## src/rtl/mem_arbiter_if.sv

```systemverilog
// Bundles the fetch, data and RAM signals that meet at the shared memory arbiter.
// The arbiter connects through the master modport and the environment through the slave modport.
interface mem_arbiter_if #(
    parameter int WORD_W = 32
);
    logic              iREN;
    logic [WORD_W-1:0] iaddr;
    logic              dREN;
    logic              dWEN;
    logic [WORD_W-1:0] daddr;
    logic [WORD_W-1:0] dstore;
    logic              iwait;
    logic              dwait;
    logic [WORD_W-1:0] iload;
    logic [WORD_W-1:0] dload;
    logic              ramREN;
    logic              ramWEN;
    logic [WORD_W-1:0] ramaddr;
    logic [WORD_W-1:0] ramstore;
    logic [WORD_W-1:0] ramload;
    logic              ram_ack;

    modport master (
        input  iREN, iaddr, dREN, dWEN, daddr, dstore, ramload, ram_ack,
        output iwait, dwait, iload, dload, ramREN, ramWEN, ramaddr, ramstore
    );

    modport slave (
        output iREN, iaddr, dREN, dWEN, daddr, dstore, ramload, ram_ack,
        input  iwait, dwait, iload, dload, ramREN, ramWEN, ramaddr, ramstore
    );
endinterface

```

## src/rtl/mem_arbiter.sv

```systemverilog
// Serialises instruction fetches and data accesses onto one RAM port, one access at a time.
// Data wins ties unless DSTREAK data grants in a row have already starved a pending fetch.
module mem_arbiter #(
    parameter int WORD_W  = 32,
    parameter int DSTREAK = 4
) (
    input  logic            CLK,
    input  logic            nRST,
    mem_arbiter_if.master   bus
);
    typedef enum logic [1:0] {
        IDLE = 2'd0,
        IACC = 2'd1,
        DACC = 2'd2
    } state_t;

    localparam logic [3:0] DSTREAK_LIM = 4'(DSTREAK);

    state_t            r_state;
    state_t            w_state_nxt;
    logic [3:0]        r_streak;
    logic [3:0]        w_streak_nxt;
    logic [WORD_W-1:0] r_addr;
    logic [WORD_W-1:0] r_store;
    logic              r_ren;
    logic              r_wen;
    logic              w_dreq;
    logic              w_dgrant;
    logic              w_igrant;
    logic              w_done;

    // State and streak register
    always_ff @(posedge CLK) begin
        if (!nRST) begin
            r_state  <= IDLE;
            r_streak <= 4'd0;
        end else begin
            r_state  <= w_state_nxt;
            r_streak <= w_streak_nxt;
        end
    end

    // Grant decision and next state; requests are only looked at in IDLE
    always_comb begin
        w_dreq       = bus.dREN | bus.dWEN;
        w_dgrant     = 1'b0;
        w_igrant     = 1'b0;
        w_done       = 1'b0;
        w_state_nxt  = r_state;
        w_streak_nxt = r_streak;
        case (r_state)
            IDLE: begin
                if (w_dreq && (!bus.iREN || (r_streak < DSTREAK_LIM))) begin
                    w_dgrant     = 1'b1;
                    w_state_nxt  = DACC;
                    w_streak_nxt = bus.iREN ? (r_streak + 4'd1) : 4'd0;
                end else if (bus.iREN) begin
                    w_igrant     = 1'b1;
                    w_state_nxt  = IACC;
                    w_streak_nxt = 4'd0;
                end else begin
                    w_state_nxt  = IDLE;
                end
            end
            IACC, DACC: begin
                if (bus.ram_ack) begin
                    w_done      = 1'b1;
                    w_state_nxt = IDLE;
                end else begin
                    w_state_nxt = r_state;
                end
            end
            default: begin
                w_state_nxt = IDLE;
            end
        endcase
    end

    // Access registers: captured at grant so later requester changes cannot disturb the RAM
    always_ff @(posedge CLK) begin
        if (!nRST) begin
            r_addr  <= {WORD_W{1'b0}};
            r_store <= {WORD_W{1'b0}};
            r_ren   <= 1'b0;
            r_wen   <= 1'b0;
        end else if (w_dgrant || w_igrant) begin
            r_addr  <= w_dgrant ? bus.daddr : bus.iaddr;
            r_store <= bus.dstore;
            r_ren   <= w_igrant | ~bus.dWEN;
            r_wen   <= w_dgrant & bus.dWEN;
        end else if (w_done) begin
            r_ren   <= 1'b0;
            r_wen   <= 1'b0;
        end else begin
            r_ren   <= r_ren;
            r_wen   <= r_wen;
        end
    end

    // Waits must drop in the ack cycle itself, so they follow ram_ack combinationally
    assign bus.iwait    = ~((r_state == IACC) & bus.ram_ack);
    assign bus.dwait    = ~((r_state == DACC) & bus.ram_ack);
    assign bus.iload    = bus.ramload;
    assign bus.dload    = bus.ramload;
    assign bus.ramREN   = r_ren;
    assign bus.ramWEN   = r_wen;
    assign bus.ramaddr  = r_addr;
    assign bus.ramstore = r_store;
endmodule

```

## src/flat_wrapper.sv

```systemverilog
// flat-port wrapper written by rule: the top's interface ports become plain ports
module mem_arbiter_flat 
#(
    parameter int WORD_W  = 32,
    parameter int DSTREAK = 4
)
  (CLK, nRST, bus_iREN, bus_iaddr, bus_dREN, bus_dWEN, bus_daddr, bus_dstore, bus_ramload, bus_ram_ack, bus_iwait, bus_dwait, bus_iload, bus_dload, bus_ramREN, bus_ramWEN, bus_ramaddr, bus_ramstore);
  mem_arbiter_if #(.WORD_W(WORD_W)) bus_i ();
  input  logic CLK;
  input  logic nRST;
  input wire logic [$bits(bus_i.iREN)-1:0] bus_iREN;
  input wire logic [$bits(bus_i.iaddr)-1:0] bus_iaddr;
  input wire logic [$bits(bus_i.dREN)-1:0] bus_dREN;
  input wire logic [$bits(bus_i.dWEN)-1:0] bus_dWEN;
  input wire logic [$bits(bus_i.daddr)-1:0] bus_daddr;
  input wire logic [$bits(bus_i.dstore)-1:0] bus_dstore;
  input wire logic [$bits(bus_i.ramload)-1:0] bus_ramload;
  input wire logic [$bits(bus_i.ram_ack)-1:0] bus_ram_ack;
  output wire logic [$bits(bus_i.iwait)-1:0] bus_iwait;
  output wire logic [$bits(bus_i.dwait)-1:0] bus_dwait;
  output wire logic [$bits(bus_i.iload)-1:0] bus_iload;
  output wire logic [$bits(bus_i.dload)-1:0] bus_dload;
  output wire logic [$bits(bus_i.ramREN)-1:0] bus_ramREN;
  output wire logic [$bits(bus_i.ramWEN)-1:0] bus_ramWEN;
  output wire logic [$bits(bus_i.ramaddr)-1:0] bus_ramaddr;
  output wire logic [$bits(bus_i.ramstore)-1:0] bus_ramstore;
  assign bus_i.iREN = bus_iREN;
  assign bus_i.iaddr = bus_iaddr;
  assign bus_i.dREN = bus_dREN;
  assign bus_i.dWEN = bus_dWEN;
  assign bus_i.daddr = bus_daddr;
  assign bus_i.dstore = bus_dstore;
  assign bus_i.ramload = bus_ramload;
  assign bus_i.ram_ack = bus_ram_ack;
  assign bus_iwait = bus_i.iwait;
  assign bus_dwait = bus_i.dwait;
  assign bus_iload = bus_i.iload;
  assign bus_dload = bus_i.dload;
  assign bus_ramREN = bus_i.ramREN;
  assign bus_ramWEN = bus_i.ramWEN;
  assign bus_ramaddr = bus_i.ramaddr;
  assign bus_ramstore = bus_i.ramstore;
  mem_arbiter #(.WORD_W(WORD_W), .DSTREAK(DSTREAK)) u_core (.CLK(CLK), .nRST(nRST), .bus(bus_i));
endmodule
```

## config.mk

```make
export PLATFORM = sky130hd
export DESIGN_NAME = mem_arbiter_flat
export DESIGN_NICKNAME = d
export VERILOG_FILES = /design/src/rtl/mem_arbiter_if.sv /design/src/rtl/mem_arbiter.sv /design/src/flat_wrapper.sv
export SDC_FILE = /design/constraint.sdc
export NUM_CORES = 1
export LEC_CHECK = 0
export BUFFER_PORTS_ARGS = -buffer_cell sky130_fd_sc_hd__buf_2
export CAP_MARGIN = 5
export CORE_AREA = 3 3 103 105
export DETAILED_ROUTE_END_ITERATION = 10
export DIE_AREA = 0 0 106 108
export HOLD_SLACK_MARGIN = 0.1
export PLACE_DENSITY = 0.74
export SYNTH_ARGS = -nofsm -noshare
export SYNTH_HDL_FRONTEND = slang
export SYNTH_SLANG_ARGS = --single-unit
```

## constraint.sdc

```tcl
create_clock -name CLK -period 1.8 [get_ports CLK]
set_input_delay 0.18 -clock CLK [delete_from_list [all_inputs] [get_ports CLK]]
set_output_delay 0.18 -clock CLK [all_outputs]
set_load 0.1 [all_outputs]
```

==> results.md, run 1 <==
* Post-placement cell count at around 660
* Fin crit share at between 90% and 100%
* Pins Over Slew Limit at 0
* Top_reg_cell synth: dfxtp_1
* Final min period at 1.69 ns
* Clock Root Buffer: clkbuf_8
* Post-route core utilization at about half
* Ports at 266
* Antenna violations before repair at 0
* Final #Nets at 730
* Full die area at between 10,000 and 15,000 sq um
* PostCTS Resize Cnt at 0
* Drt initial violations at 273
* Top area cells in the synthesized netlist: dfxtp_1, buf_4, a21oi_1
* Mapped Area at between 3000 and 4000 sq um
* Worst rel slew slack at between 50 and 60%
* CTS sink count at 72
* Final wirelength at roughly 12,000 um
* Power density over the cells at about 1200 nW/um^2
* R2R cell count at 6
* Worst Hold Depth at 3
* Clock-pin slew on the worst setup and hold paths at 0.09 ns
* Post-synthesis sequential area ratio at 40.5%
* IR drop worst, VDD at 0.590 mV
* HP Class: input port to flip-flop
* Clock tree buffer depth at 2
* Post-Syn Instances at between 400 and 500
* Count of cell types in the netlist at 29
* Antenna cells at 0
* Post-Place Setup Slack at 0.126 ns
* Status: complete, no violations
* R2r startpoint: u_core.r_state[0]$_SDFFE_PN0P_
* Initial Util at between 30% and 40%
* Yosys warns at 0
* RD Place Congestion at just under 0.8
* Vias in the first global route at 3,755
* Yosys top cell by area: dfxtp_1
* Arr. time, crit path at between 1.5 and 2 ns
* Crit path max fanout at 21
* Critical path required time at 2.01 ns
* Footprint of the multi-input gates at 1460 sq um
* Reg area at approximately 1400 sq um
* Tot Pwr at approximately 5.6 mW
* Max Cap Violations at 0
* Reg2reg end: u_core.r_streak[2]$_SDFFE_PN0P_
* Drt drc at 0
* Async set or reset register ratio after synthesis at 0%
* Worst Hold Path EP: u_core.bus.ramaddr[12]$_SDFFE_PN0P_
* Via count at approximately 3,800
* Worst hold slack at 0.118 ns
* CTS buffer count at 9
* Finished Layout Cells at 730
* CP startpoint kind: flip-flop
* Worst-Margin Slew at 0.702 ns
* Row count at 36
* Layout cells sized above 1 at around a third
* Syn Area/Cell at 7.99 sq um
* Post-synth EDFFs at 0
* Total grt overflow at 0
* Total nets after synthesis at approximately 580
* Synth top cells by count: dfxtp_1, nand2_1, a21oi_1, o21ai_0, buf_4
* RSZ-0062 raised after global routing: no
* 1st-pass router iterations at 5
* WL/cell at 16.0 um
* Final HPWL DP at between 7000 and 8000 um
* Clk_lat worst skew at about 0.34 ns
* Core Region at ~10000 sq um
* Post-synth top area share at between 40% and 50%
* Min-delay src: bus_iaddr[12]
* H-tree depth at 3
* Width of the chip at 106 um
* Worst setup EP type: flip-flop
* Hold Violations, Final at 0
* Fillers at roughly 960
* Hold buffers post-CTS at around 60
* Clk_skew at 0.00685 ns
* Reg2Reg Setup Slack at between 0.1 and 0.15 ns
* Buffer count from post-CTS setup fixing at 0
* Fin area at 4870 sq um
* Final setup vio count at 0
* Dpl cell area at around 4100 sq um
* Tot GR Track Use at just under 20%
* Setup TNS at 0 ns
* CTS tree: built
* Yosys reg bits at 72
* Leak at 2.16 nW
* Largest net degree at the start of global routing at just over 40
* Via density at between 5 and 6
* Max Fclk at around 590 MHz
* Port Buffers at approximately 170
* Synthesis-to-finish area growth at 36.9%
* Worst setup margin at 0.113 ns
* Routed Antenna Nets at 0
* Die Height at around 110 um
* Critical path class: flip-flop to flip-flop
* First-pass GRT wire length at roughly 18,000 um
-- flip-flops by register name (all words and copies together) (netlist names) --
register             count
u_core.bus.ramREN        1
u_core.bus.ramaddr      32
u_core.r_state           2
u_core.r_streak          4
u_core.bus.ramstore     32
u_core.bus.ramWEN        1
-- cell type report --
| cell class | count | area share, % |
|---|---|---|
| repair buffers | 239 | 32.2 |
| flip-flops and latches | 72 | 29.6 |
| clock inverters | 7 | 2.11 |
| well taps | 133 | 3.42 |
| multi-input cells | 267 | 29.9 |
| inverters | 3 | 0.231 |
| clock buffers | 9 | 2.54 |
-- worst max-delay path: stages, from the launching register on --
cell     delay [ns]
dfxtp_1        0.33
inv_1          0.09
ha_1           0.38
o31ai_4        0.14
buf_4          0.24
a31oi_1        0.29
nor3_1         0.09
-- per-layer routing --
metal / part of all wire (%) / global-route usage, %
met3: 7.0 / 4.54
met4: 3.0 / 8.23
met2: 52 / 35.4
met5: 0 / 0
met1: 38 / 22.2
-- placed cells by master (no fill, tap or decap), types with 4 or more instances in the layout --
master	count
nand3_1	4
clkbuf_8	9
o21ai_0	66
a21oi_1	69
ha_1	4
dfxtp_1	72
buf_2	169
nand2_1	72
buf_4	7
a41oi_1	32
dlygate4sd3_1	59
buf_12	4
-- worst max-delay path by stage --
stage,cells after the start,slack (ns),end,start
2_1_floorplan,7,0.31,u_core.bus.ramaddr[0]$_SDFFE_PN0P_,u_core.r_state[0]$_SDFFE_PN0P_
3_3_place_gp,6,0.25,u_core.bus.ramaddr[18]$_SDFFE_PN0P_,u_core.r_state[0]$_SDFFE_PN0P_
3_5_place_dp,6,0.13,u_core.r_streak[0]$_SDFFE_PN0P_,u_core.r_state[0]$_SDFFE_PN0P_
4_1_cts,6,0.12,u_core.r_streak[0]$_SDFFE_PN0P_,u_core.r_state[0]$_SDFFE_PN0P_
5_1_grt,6,0.01,u_core.r_streak[0]$_SDFFE_PN0P_,u_core.r_state[0]$_SDFFE_PN0P_
6_report,6,0.11,u_core.r_streak[2]$_SDFFE_PN0P_,u_core.r_state[0]$_SDFFE_PN0P_
-- report_power, final --
part | leakage, nW | switching (mW) | internal, mW | total [mW]
combinational | 1.46 | 1.77 | 0.521 | 2.29
sequential | 0.596 | 0.0909 | 1.77 | 1.86
clock | 0.110 | 0.658 | 0.795 | 1.45
-- cell families (layout without fill, tap and decap cells) --
kind of cell	after synthesis	after routing	share of synthesized area (%)
buffers and inverters	106	258	18.8
flip-flops	72	72	40.5
AND/OR/NAND/NOR	84	84	9.43
adder cells (fa/ha/maj)	4	4	1.41
XOR/XNOR	2	2	0.493
AO/OA/AOI/OAI	177	177	29.4
(Power assumes the default switching activity.)
==> run 2, diff against run 1 <==
- ABC_AREA: unset -> 1
- PLACE_DENSITY: 0.74 -> 0.75
==> results.md, run 2 <==
* Critical path required time at roughly 1.6 ns
* Post-synthesis sequential area ratio at between 30% and 40%
* HP Class: input port to flip-flop
* Total grt overflow at 0
* Top area cells in the synthesized netlist: dfxtp_1, buf_4, nor2_1
* Commonest non-fill, non-tap cell in the layout: buf_2
* Worst path slowest cell: buf_2
* Setup TNS at 0 ns
* Fin area at between 4000 and 5000 sq um
* Crit path max fanout at 3
* R2R cell count at 9
* Total nets after synthesis at around 680
* Hold Violations, Final at 0
* Most frequent cells in the layout: buf_2, nor2_1, nand2_1
* Initial Util at between 30% and 40%
* R2r startpoint: u_core.r_state[1]$_SDFFE_PN0P_
* Ports at ~270
* Pins Over Slew Limit at 0
* Footprint of the multi-input gates at between 1000 and 1500 sq um
* RD Place Congestion at 0.755
* Syn Area/Cell at 6.88 sq um
* Count of cell types in the netlist at 20
* Post-Place Setup Slack at about 0.27 ns
* H-tree depth at 3
* Clock share of power at 21.4%
* Width of the chip at approximately 110 um
* Final #Nets at 804
* Sequential Power Share at approximately 28%
* Yosys top cell by area: dfxtp_1
* Clock Root Buffer: clkbuf_8
* Port Buffers at ~170
* Post-Syn Instances at about 540
* Fin crit share at between 90% and 100%
* Worst path max stage delay at roughly 0.42 ns
* Leak at around 2.6 nW
* Post-synth top area share at roughly two fifths
* WL/cell at 12.0 um
* Tot GR Track Use at ~16%
* Worst-Margin Slew at 0.535 ns
* Clk_lat worst skew at roughly 0.34 ns
* Min-delay src: bus_dstore[21]
* Antenna violations before repair at 0
* Tot Pwr at approximately 7.4 mW
* Yosys reg bits at 72
* Dpl cell area at 4160 sq um
* Die Height at 108 um
* Synth top cells by count: nor2_1, nand2_1, dfxtp_1, buf_4, nand3_1
* CP startpoint kind: flip-flop
* Worst setup margin at between 0.15 and 0.2 ns
* Worst hold slack at 0.121 ns
* Cell with the most instances after synthesis: nor2_1
* Worst path top cell family by delay: buffers and inverters
* Net switching power at about 3.8 mW
* 1st-pass router iterations at 4
* Mapped Area at ~3700 sq um
* IR drop worst, VDD at 0.825 mV
* Crit-path cells: inv_1, ha_1, nand2_1, buf_2
* Antenna cells at 0
* CTS sink count at 72
* Max Cap Violations at 0
* PostCTS Resize Cnt at 0
* Reg area at about 1400 sq um
* CTS tree: built
* Layout cells sized above 1 at between 30 and 40%
* Worst rel slew slack at 64.5%
* Final min period at 1.63 ns
* Via count at approximately 3,500
* Arr. time, crit path at between 1 and 1.5 ns
* Final wirelength at 9640 um
* Via density at ~4.4
* Clock-pin slew on the worst setup and hold paths at around 0.080 ns
* Logic pwr share at 50.9%
* Yosys warns at 0
* Post-route core utilization at between 40 and 50%
* First-pass GRT wire length at ~15,000 um
* Synthesis-to-finish area growth at 26.5%
* Post-synth EDFFs at 0
* Largest net degree at the start of global routing at roughly 70
* Row count at 36
* CTS buffer count at 9
* Top_reg_cell synth: dfxtp_1
* Reg2reg end: u_core.bus.ramaddr[17]$_SDFFE_PN0P_
* Critical path class: flip-flop to output port
* Finished Layout Cells at 804
* Final setup vio count at 0
* Vias in the first global route at roughly 3,100
* Drt drc at 0
* Worst Hold Depth at 3
* Final HPWL DP at 6550 um
* Pint at between 3 and 4 mW
* Fillers at 1,014
* Sw Share at 51.6%
* Core Region at a little under 10,000 sq um
* Clk_skew at 0.00546 ns
* Clock tree buffer depth at 2
* Routed Antenna Nets at 0
* Buf/Inv on CP at 2
* Post-placement cell count at ~760
* RSZ-0062 raised after global routing: no
* Status: complete, no violations
* Async set or reset register ratio after synthesis at 0%
* Worst Hold Path EP: u_core.bus.ramstore[21]$_SDFFE_PN0P_
* Worst setup EP type: output port
* Max Fclk at 615 MHz
* Power density over the cells at between 1500 and 2000 nW/um^2
* Drt initial violations at approximately 140
* Full die area at roughly 11,000 sq um
* Reg2Reg Setup Slack at ~0.24 ns
==> run 2: cell families (layout without fill, tap and decap cells) <==
family,after synthesis,after routing,synth area share (%)
compound gates,39,39,5.55
xor+xnor,1,1,0.235
fa+ha+maj,4,4,1.35
buf+inv,139,269,22.2
flops,72,72,38.7
simple gates,286,286,31.9
==> run 2: worst min-delay path: stages <==
cell and delay [ns]:
buf_2 0.08, o21ai_0 0.08, nor2_1 0.08
==> run 2: worst max-delay path by stage <==
stage | startpoint | to | slack [ns] | depth (start not counted)
after floorplan | u_core.r_state[0]$_SDFFE_PN0P_ | bus_dwait | 0.41 | 3
after global placement | u_core.r_state[0]$_SDFFE_PN0P_ | u_core.bus.ramaddr[20]$_SDFFE_PN0P_ | 0.29 | 9
after detailed placement | u_core.r_state[0]$_SDFFE_PN0P_ | u_core.bus.ramaddr[17]$_SDFFE_PN0P_ | 0.27 | 9
after CTS | u_core.r_state[0]$_SDFFE_PN0P_ | bus_dwait | 0.15 | 4
after global routing | u_core.r_state[1]$_SDFFE_PN0P_ | u_core.bus.ramaddr[28]$_SDFFE_PN0P_ | 0.07 | 9
final | u_core.r_state[0]$_SDFFE_PN0P_ | bus_dwait | 0.17 | 4
==> run 2: power groups by stage <==
stage | Combinational [mW] | Clock, mW | Sequential (mW)
floorplan | 1.72 | 0 | 4.18
global placement | 3.71 | 0 | 2.08
CTS | 3.78 | 1.65 | 2.05
finish | 3.76 | 1.58 | 2.05
global route | 4.00 | 1.71 | 2.09
detailed placement | 3.72 | 0 | 2.08
==> run 2: area by class of cell <==
| cell class | instances | area share [%] |
|---|---|---|
| flip-flops and latches | 72 | 30.6 |
| well taps | 133 | 3.54 |
| inverters | 45 | 3.59 |
| repair buffers | 208 | 26.0 |
| clock inverters | 6 | 2.45 |
| clock buffers | 10 | 2.92 |
| multi-input cells | 330 | 30.9 |
==> run 2: what timing repair did <==
action,CTS,global route
setup buffers,0,0
hold buffers,29,0
hold endpoints to repair,29,0
==> run 2: per-layer routing <==
metal / GRT usage, % / vias up / part of all wire [%]
met3: 5.37 / 30 / 8.0
met5: 0 / - / 0
met2: 26.1 / 122 / 46
met1: 20.2 / 1533 / 44
met4: 6.75 / 0 / 1.7
li1: - / 1855 / -
